===== config.mk =====
export PLATFORM = sky130hd
export DESIGN_NAME = pipeline_ctrl
export DESIGN_NICKNAME = d
export VERILOG_FILES = /design/src/rtl/pipe_ctrl_pkg.sv /design/src/rtl/load_use_detect.sv /design/src/rtl/pipeline_ctrl.sv
export SDC_FILE = /design/constraint.sdc
export NUM_CORES = 1
export LEC_CHECK = 0
export ABC_AREA = 1
export CAP_MARGIN = 20
export CORE_ASPECT_RATIO = 1.4
export CORE_MARGIN = 10
export CORE_UTILIZATION = 35
export CTS_CLUSTER_DIAMETER = 60
export DETAILED_ROUTE_END_ITERATION = 10
export PLACE_DENSITY = 0.88
export SKIP_LAST_GASP = 1
export SYNTH_ARGS = -nofsm -noshare
export SYNTH_HDL_FRONTEND = slang
export SYNTH_HIERARCHICAL = 1
export SYNTH_SLANG_ARGS = --single-unit

===== constraint.sdc =====
create_clock -name clk -period 2.5 [get_ports clk]
set_input_delay 0.75 -clock clk [delete_from_list [all_inputs] [get_ports clk]]
set_output_delay 0.75 -clock clk [all_outputs]
set_load 0.1 [all_outputs]

===== src/rtl/pipe_ctrl_pkg.sv =====
// Shared types for the pipeline stall/flush sequencer: FSM states, register
// address width and the bundle of pipeline-register control strobes.
package pipe_ctrl_pkg;

  localparam int unsigned REG_ADDR_W = 5;

  typedef enum logic [1:0] {
    RUN      = 2'd0,
    MEM_WAIT = 2'd1,
    MDU_WAIT = 2'd2
  } ctrl_state_t;

  typedef struct packed {
    logic pcwrite;
    logic ifid_write;
    logic ifid_flush;
    logic idex_write;
    logic idex_flush;
    logic exmem_write;
    logic exmem_bubble;
    logic memwb_bubble;
  } ctrl_out_t;

  localparam ctrl_out_t CTRL_FLOW = '{
    pcwrite: 1'b1, ifid_write: 1'b1, ifid_flush: 1'b0, idex_write: 1'b1,
    idex_flush: 1'b0, exmem_write: 1'b1, exmem_bubble: 1'b0, memwb_bubble: 1'b0
  };

endpackage


===== src/rtl/load_use_detect.sv =====
// Load-use hazard comparator: flags an ID instruction that reads the
// destination of a load currently in EX (x0 never creates a hazard).
module load_use_detect
  import pipe_ctrl_pkg::*;
(
  input  logic [REG_ADDR_W-1:0] id_rs1_i,
  input  logic [REG_ADDR_W-1:0] id_rs2_i,
  input  logic                  id_uses_rs1_i,
  input  logic                  id_uses_rs2_i,
  input  logic [REG_ADDR_W-1:0] ex_rd_i,
  input  logic                  ex_memread_i,
  output logic                  stall_o
);

  always_comb begin
    stall_o = ex_memread_i && (ex_rd_i != '0) &&
              ((id_uses_rs1_i && (id_rs1_i == ex_rd_i)) ||
               (id_uses_rs2_i && (id_rs2_i == ex_rd_i)));
  end

endmodule


===== src/rtl/pipeline_ctrl.sv =====
// Prioritised stall/flush sequencer for the 5-stage pipeline.
// Optional performance counters are built when PIPE_PERF_EN is defined.
module pipeline_ctrl
  import pipe_ctrl_pkg::*;
#(
  parameter int unsigned MEM_TIMEOUT = 255,
  parameter int unsigned CNT_W       = 8,
  parameter int unsigned PERF_W      = 32
) (
  input  logic                  clk,
  input  logic                  rst,
  input  logic [REG_ADDR_W-1:0] id_rs1,
  input  logic [REG_ADDR_W-1:0] id_rs2,
  input  logic                  id_uses_rs1,
  input  logic                  id_uses_rs2,
  input  logic [REG_ADDR_W-1:0] ex_rd,
  input  logic                  ex_memread,
  input  logic                  ex_branch_taken,
  input  logic                  ex_mdu,
  input  logic                  mdu_done,
  input  logic                  dmem_req,
  input  logic                  dmem_ready,
  output logic                  pcwrite,
  output logic                  ifid_write,
  output logic                  ifid_flush,
  output logic                  idex_write,
  output logic                  idex_flush,
  output logic                  exmem_write,
  output logic                  exmem_bubble,
  output logic                  memwb_bubble,
  output logic [1:0]            ctrl_state,
  output logic                  mem_timeout,
  output logic [PERF_W-1:0]     perf_stall_cnt,
  output logic [PERF_W-1:0]     perf_flush_cnt
);

  localparam logic [CNT_W-1:0] TIMEOUT_CNT = CNT_W'(MEM_TIMEOUT);

  ctrl_state_t      state_q, state_d;
  logic [CNT_W-1:0] cnt_q, cnt_d;
  logic             timeout_q, timeout_d;
  logic             lu_stall, mem_stall, mdu_stall, mem_frozen;
  ctrl_out_t        ctrl;

  load_use_detect u_load_use (
    .id_rs1_i      (id_rs1),
    .id_rs2_i      (id_rs2),
    .id_uses_rs1_i (id_uses_rs1),
    .id_uses_rs2_i (id_uses_rs2),
    .ex_rd_i       (ex_rd),
    .ex_memread_i  (ex_memread),
    .stall_o       (lu_stall)
  );

  // Wait states only reshape the stall conditions; the priority chain is shared.
  always_comb begin
    mem_stall = dmem_req && !dmem_ready;
    mdu_stall = ex_mdu && !mdu_done;
    case (state_q)
      MEM_WAIT: mem_stall = !dmem_ready;
      MDU_WAIT: mdu_stall = !mdu_done;
      default:  ;
    endcase
  end

  always_comb begin
    ctrl    = CTRL_FLOW;
    state_d = RUN;
    if (mem_stall) begin
      ctrl              = '0;
      ctrl.memwb_bubble = 1'b1;
      state_d           = MEM_WAIT;
    end else if (mdu_stall) begin
      ctrl.pcwrite      = 1'b0;
      ctrl.ifid_write   = 1'b0;
      ctrl.idex_write   = 1'b0;
      ctrl.exmem_bubble = 1'b1;
      state_d           = MDU_WAIT;
    end else if (ex_branch_taken) begin
      ctrl.ifid_flush = 1'b1;
      ctrl.idex_flush = 1'b1;
    end else if (lu_stall) begin
      ctrl.pcwrite    = 1'b0;
      ctrl.ifid_write = 1'b0;
      ctrl.idex_flush = 1'b1;
    end
    if (rst) begin
      ctrl = '0;
    end
  end

  always_comb begin
    mem_frozen = (state_q == MEM_WAIT) && !dmem_ready;
    cnt_d      = '0;
    if (mem_frozen) begin
      cnt_d = (cnt_q == '1) ? cnt_q : cnt_q + CNT_W'(1);
    end
    timeout_d = timeout_q || (mem_frozen && (cnt_d >= TIMEOUT_CNT));
  end

  always_ff @(posedge clk or posedge rst) begin
    if (rst) begin
      state_q   <= RUN;
      cnt_q     <= '0;
      timeout_q <= 1'b0;
    end else begin
      state_q   <= state_d;
      cnt_q     <= cnt_d;
      timeout_q <= timeout_d;
    end
  end

  assign pcwrite      = ctrl.pcwrite;
  assign ifid_write   = ctrl.ifid_write;
  assign ifid_flush   = ctrl.ifid_flush;
  assign idex_write   = ctrl.idex_write;
  assign idex_flush   = ctrl.idex_flush;
  assign exmem_write  = ctrl.exmem_write;
  assign exmem_bubble = ctrl.exmem_bubble;
  assign memwb_bubble = ctrl.memwb_bubble;
  assign ctrl_state   = state_q;
  assign mem_timeout  = timeout_q;

`ifdef PIPE_PERF_EN
  logic [PERF_W-1:0] stall_cnt_q, flush_cnt_q;

  always_ff @(posedge clk or posedge rst) begin
    if (rst) begin
      stall_cnt_q <= '0;
      flush_cnt_q <= '0;
    end else begin
      if (!ctrl.pcwrite) stall_cnt_q <= stall_cnt_q + PERF_W'(1);
      if (ctrl.ifid_flush) flush_cnt_q <= flush_cnt_q + PERF_W'(1);
    end
  end

  assign perf_stall_cnt = stall_cnt_q;
  assign perf_flush_cnt = flush_cnt_q;
`else
  assign perf_stall_cnt = '0;
  assign perf_flush_cnt = '0;
`endif

endmodule


==> flow_summary.toml, run 1 <==
[outcome]
status = "completed"

[cells_and_area]
fill_cells = 356
mostFrequentLayoutCell = "conb_1"
drive_gt1_share_pct = 35.6
mostFrequentLayoutCells = "64 x conb_1, 38 x nand2_1, 18 x nor2_1, 14 x inv_1"
area_delta_synth_final_pct = 35.0
design_area_sq_um = 1890
fin_cells = 307
n_antenna_cell = 0
nets = 291

[routing]
vias = 1275
viasPerCell = 4.15
drc = 0
ant_nets = 0
drtIter0Drc = 18
wl_per_cell_microns = 12.9
firstDrtPassIters = 4
finalWirelength_microns = 3980

[job]
cap_violations = 0

[synth]
ys_ff_latch = 11
yosysWarnings = 6
seq_area_frac_synth_pct = 19.6
avgSynthCellArea_sq_um = 6.49
synth.distinct_cells = 23
synth_area_sq_um = 1400
synthCells = 216

[sta]
setup_viol = 0
layout_setup_ws_ns = 0.00711
hold_viol_final = 0
fin_setup_tns_ns = 0
final.period_utilization_pct = 99.7
fmax_ghz = 0.401
drv_slew = 0
period_minus_slack_ns = 2.49
finClkSkew_ns = 0.00203
rsz0062_at_grt = "yes"

[cts]
clock-sinks = 11
cts_tree = "built"
cts.path.max_buffers = 2
clk_pin_slew_ns = 0.05
clk-insertion-delay-late_ns = 0.24
cts_buffers = 3
htree_levels = 1
hold_buffers = 0
root_buffer = "clkbuf_8"

[setup_path]
path_cells = "buf_8, nand2_1, nand2_2, nor2_4, nand3_2, a21oi_4, o21a_4, buf_12"
end_kind = "primary output"
required_ns = 1.75
worst-path-max-fanout = 4
crit_buf_inv = 2
slowest_delay_ns = 0.21
crit_type = "in2out"
critical_path.slowest_cell = "a21oi_4"
startpoint_type = "primary input"
cp_data_arrival_time_ns = 1.74
rr_startpoint = "cnt_q[0]"
crit_start = "ex_rd[4]"
critPathTopFamily = "compound AO/OA/AOI/OAI gates"

[pwr]
leakagePower_uw = 0.00100
peakVddDrop_v = 0.000360
power.total_uw = 1070
p_per_area_nw_per_um2 = 564

[worst_hold_path]
min-delay-start = "mem_timeout"
worstHoldPathType = "reg2reg"

[global_route]
antenna_found_initial = 0
grt_max_degree = 12
grt_pass1_vias = 1370
overflow = 0
grtUsageTotal_pct = 10.4
grt_first_pass_wirelength_microns = 5880

[place]
port_buffers = 35
place_hpwl_microns = 3320
placed_area_sq_um = 1750
dp_slack_ns = -0.501
routabilityCongestion = 0.845
dp_cells = 301

[die]
rows = 27
coreArea_sq_um = 3880
die_w_microns = 73.5
dieArea_sq_um = 6970
start_util_pct = 36.1
die_h_microns = 94.9
io_pins = 100
## final timing paths
check | endpoint | slack, ns | cells past startpoint
worst min-delay path | mem_timeout | 0.48 | 2
worst max register to register | mem_timeout | 0.90 | 9
min in group asynchronous | ctrl_state[1] | 0.82 | 3
max in group asynchronous | ctrl_state[0] | 1.36 | 3
worst min register to register | mem_timeout | 0.48 | 2
worst max-delay path | idex_flush | 0.007 | 8
## synth_stat cells
master	count	share of area, %
ha_1	1	0.89
nor3_1	1	0.36
nor2_2	1	0.45
o21ai_0	2	0.71
xnor2_1	1	0.63
dfrtp_1	11	20
inv_2	2	0.54
nor2_4	2	1.6
nor2_1	24	6.4
o21bai_1	2	1.1
nand2_2	5	2.2
nand2_4	1	0.80
nand4_1	3	1.3
buf_4	65	35
o21a_1	1	0.54
inv_1	27	7.2
conb_1	1	0.27
nand3b_1	1	0.54
a21oi_1	8	2.9
nand2_1	47	13
nand3_1	8	2.9
and3_1	1	0.45
nor3_4	1	1.2
## layer usage
layer	part of all wire [%]	global-route usage [%]	wire [microns]	vias to the layer above
met5	0	0	0	-
met4	3.9	6.23	154	0
met3	11	3.25	421	13
met2	56	20.7	2240	71
met1	29	8.29	1160	573
li1	-	-	-	618
## cell type report
type / instances / area [sq um] / share of cell area, %
Inverter: 29 / 128 / 6.75
Tap cell: 43 / 53.8 / 2.84
Clock buffer: 4 / 45.0 / 2.38
Timing Repair Buffer: 46 / 500 / 26.5
Sequential cell: 11 / 283 / 14.9
Multi-Input combinational cell: 174 / 882 / 46.6
## where the power goes
| part | internal, uW | switching, uW |
|---|---|---|
| logic | 111 | 589 |
| registers | 184 | 5.39 |
| clock network | 112 | 65.5 |
| total | 407 | 660 |
## state kept, by name (all words and copies together) (netlist names)
name,count
cnt_q,8
mem_timeout,1
ctrl_state,2
## logic make-up (layout without fill, tap and decap cells)
| family | count (synthesis) | in the layout | share of synthesized area (%) |
|---|---|---|---|
| adders and majority gates | 1 | 1 | 0.893 |
| DFF | 11 | 11 | 19.6 |
| buffers and inverters | 94 | 79 | 42.6 |
| other | 1 | 64 | 0.268 |
| AOI/OAI and AO/OA | 13 | 13 | 5.18 |
| xor gates and xnor gates | 1 | 1 | 0.625 |
| and+or+nand+nor | 95 | 95 | 30.8 |
## through the flow
step	hold slack, ns	util, %
after floorplan	0.537	-
after CTS	0.480	46.3
final	0.475	48.7
after global routing	0.499	48.7
after global placement	0.451	45.1
after detailed placement	0.462	45.1
## repair_timing
action,4_1_cts,5_1_grt
buffers inserted,3,0
resized for setup,104,29
pin swaps,24,18
setup endpoints to repair,8,3
## worst reg2reg max path, cell delays in order, from the launching register on
cell and delay (ns):
dfrtp_1 0.41, ha_1 0.29, nand2_2 0.12, nor2_4 0.14, nand2_4 0.10, o21ai_0 0.15, nand3_1 0.11, nor2_1 0.11
nand2_1 0.05, nand2_1 0.05
No activity file was read; power rests on OpenSTA's default activity.
==> inputs of run 2 (changes only) <==
- GPL_ROUTABILITY_DRIVEN: unset -> 1
- SLEW_MARGIN: unset -> 0
==> results of run 2 <==
Same layout as run 1: the final DEF is identical, and so are final timing and power.
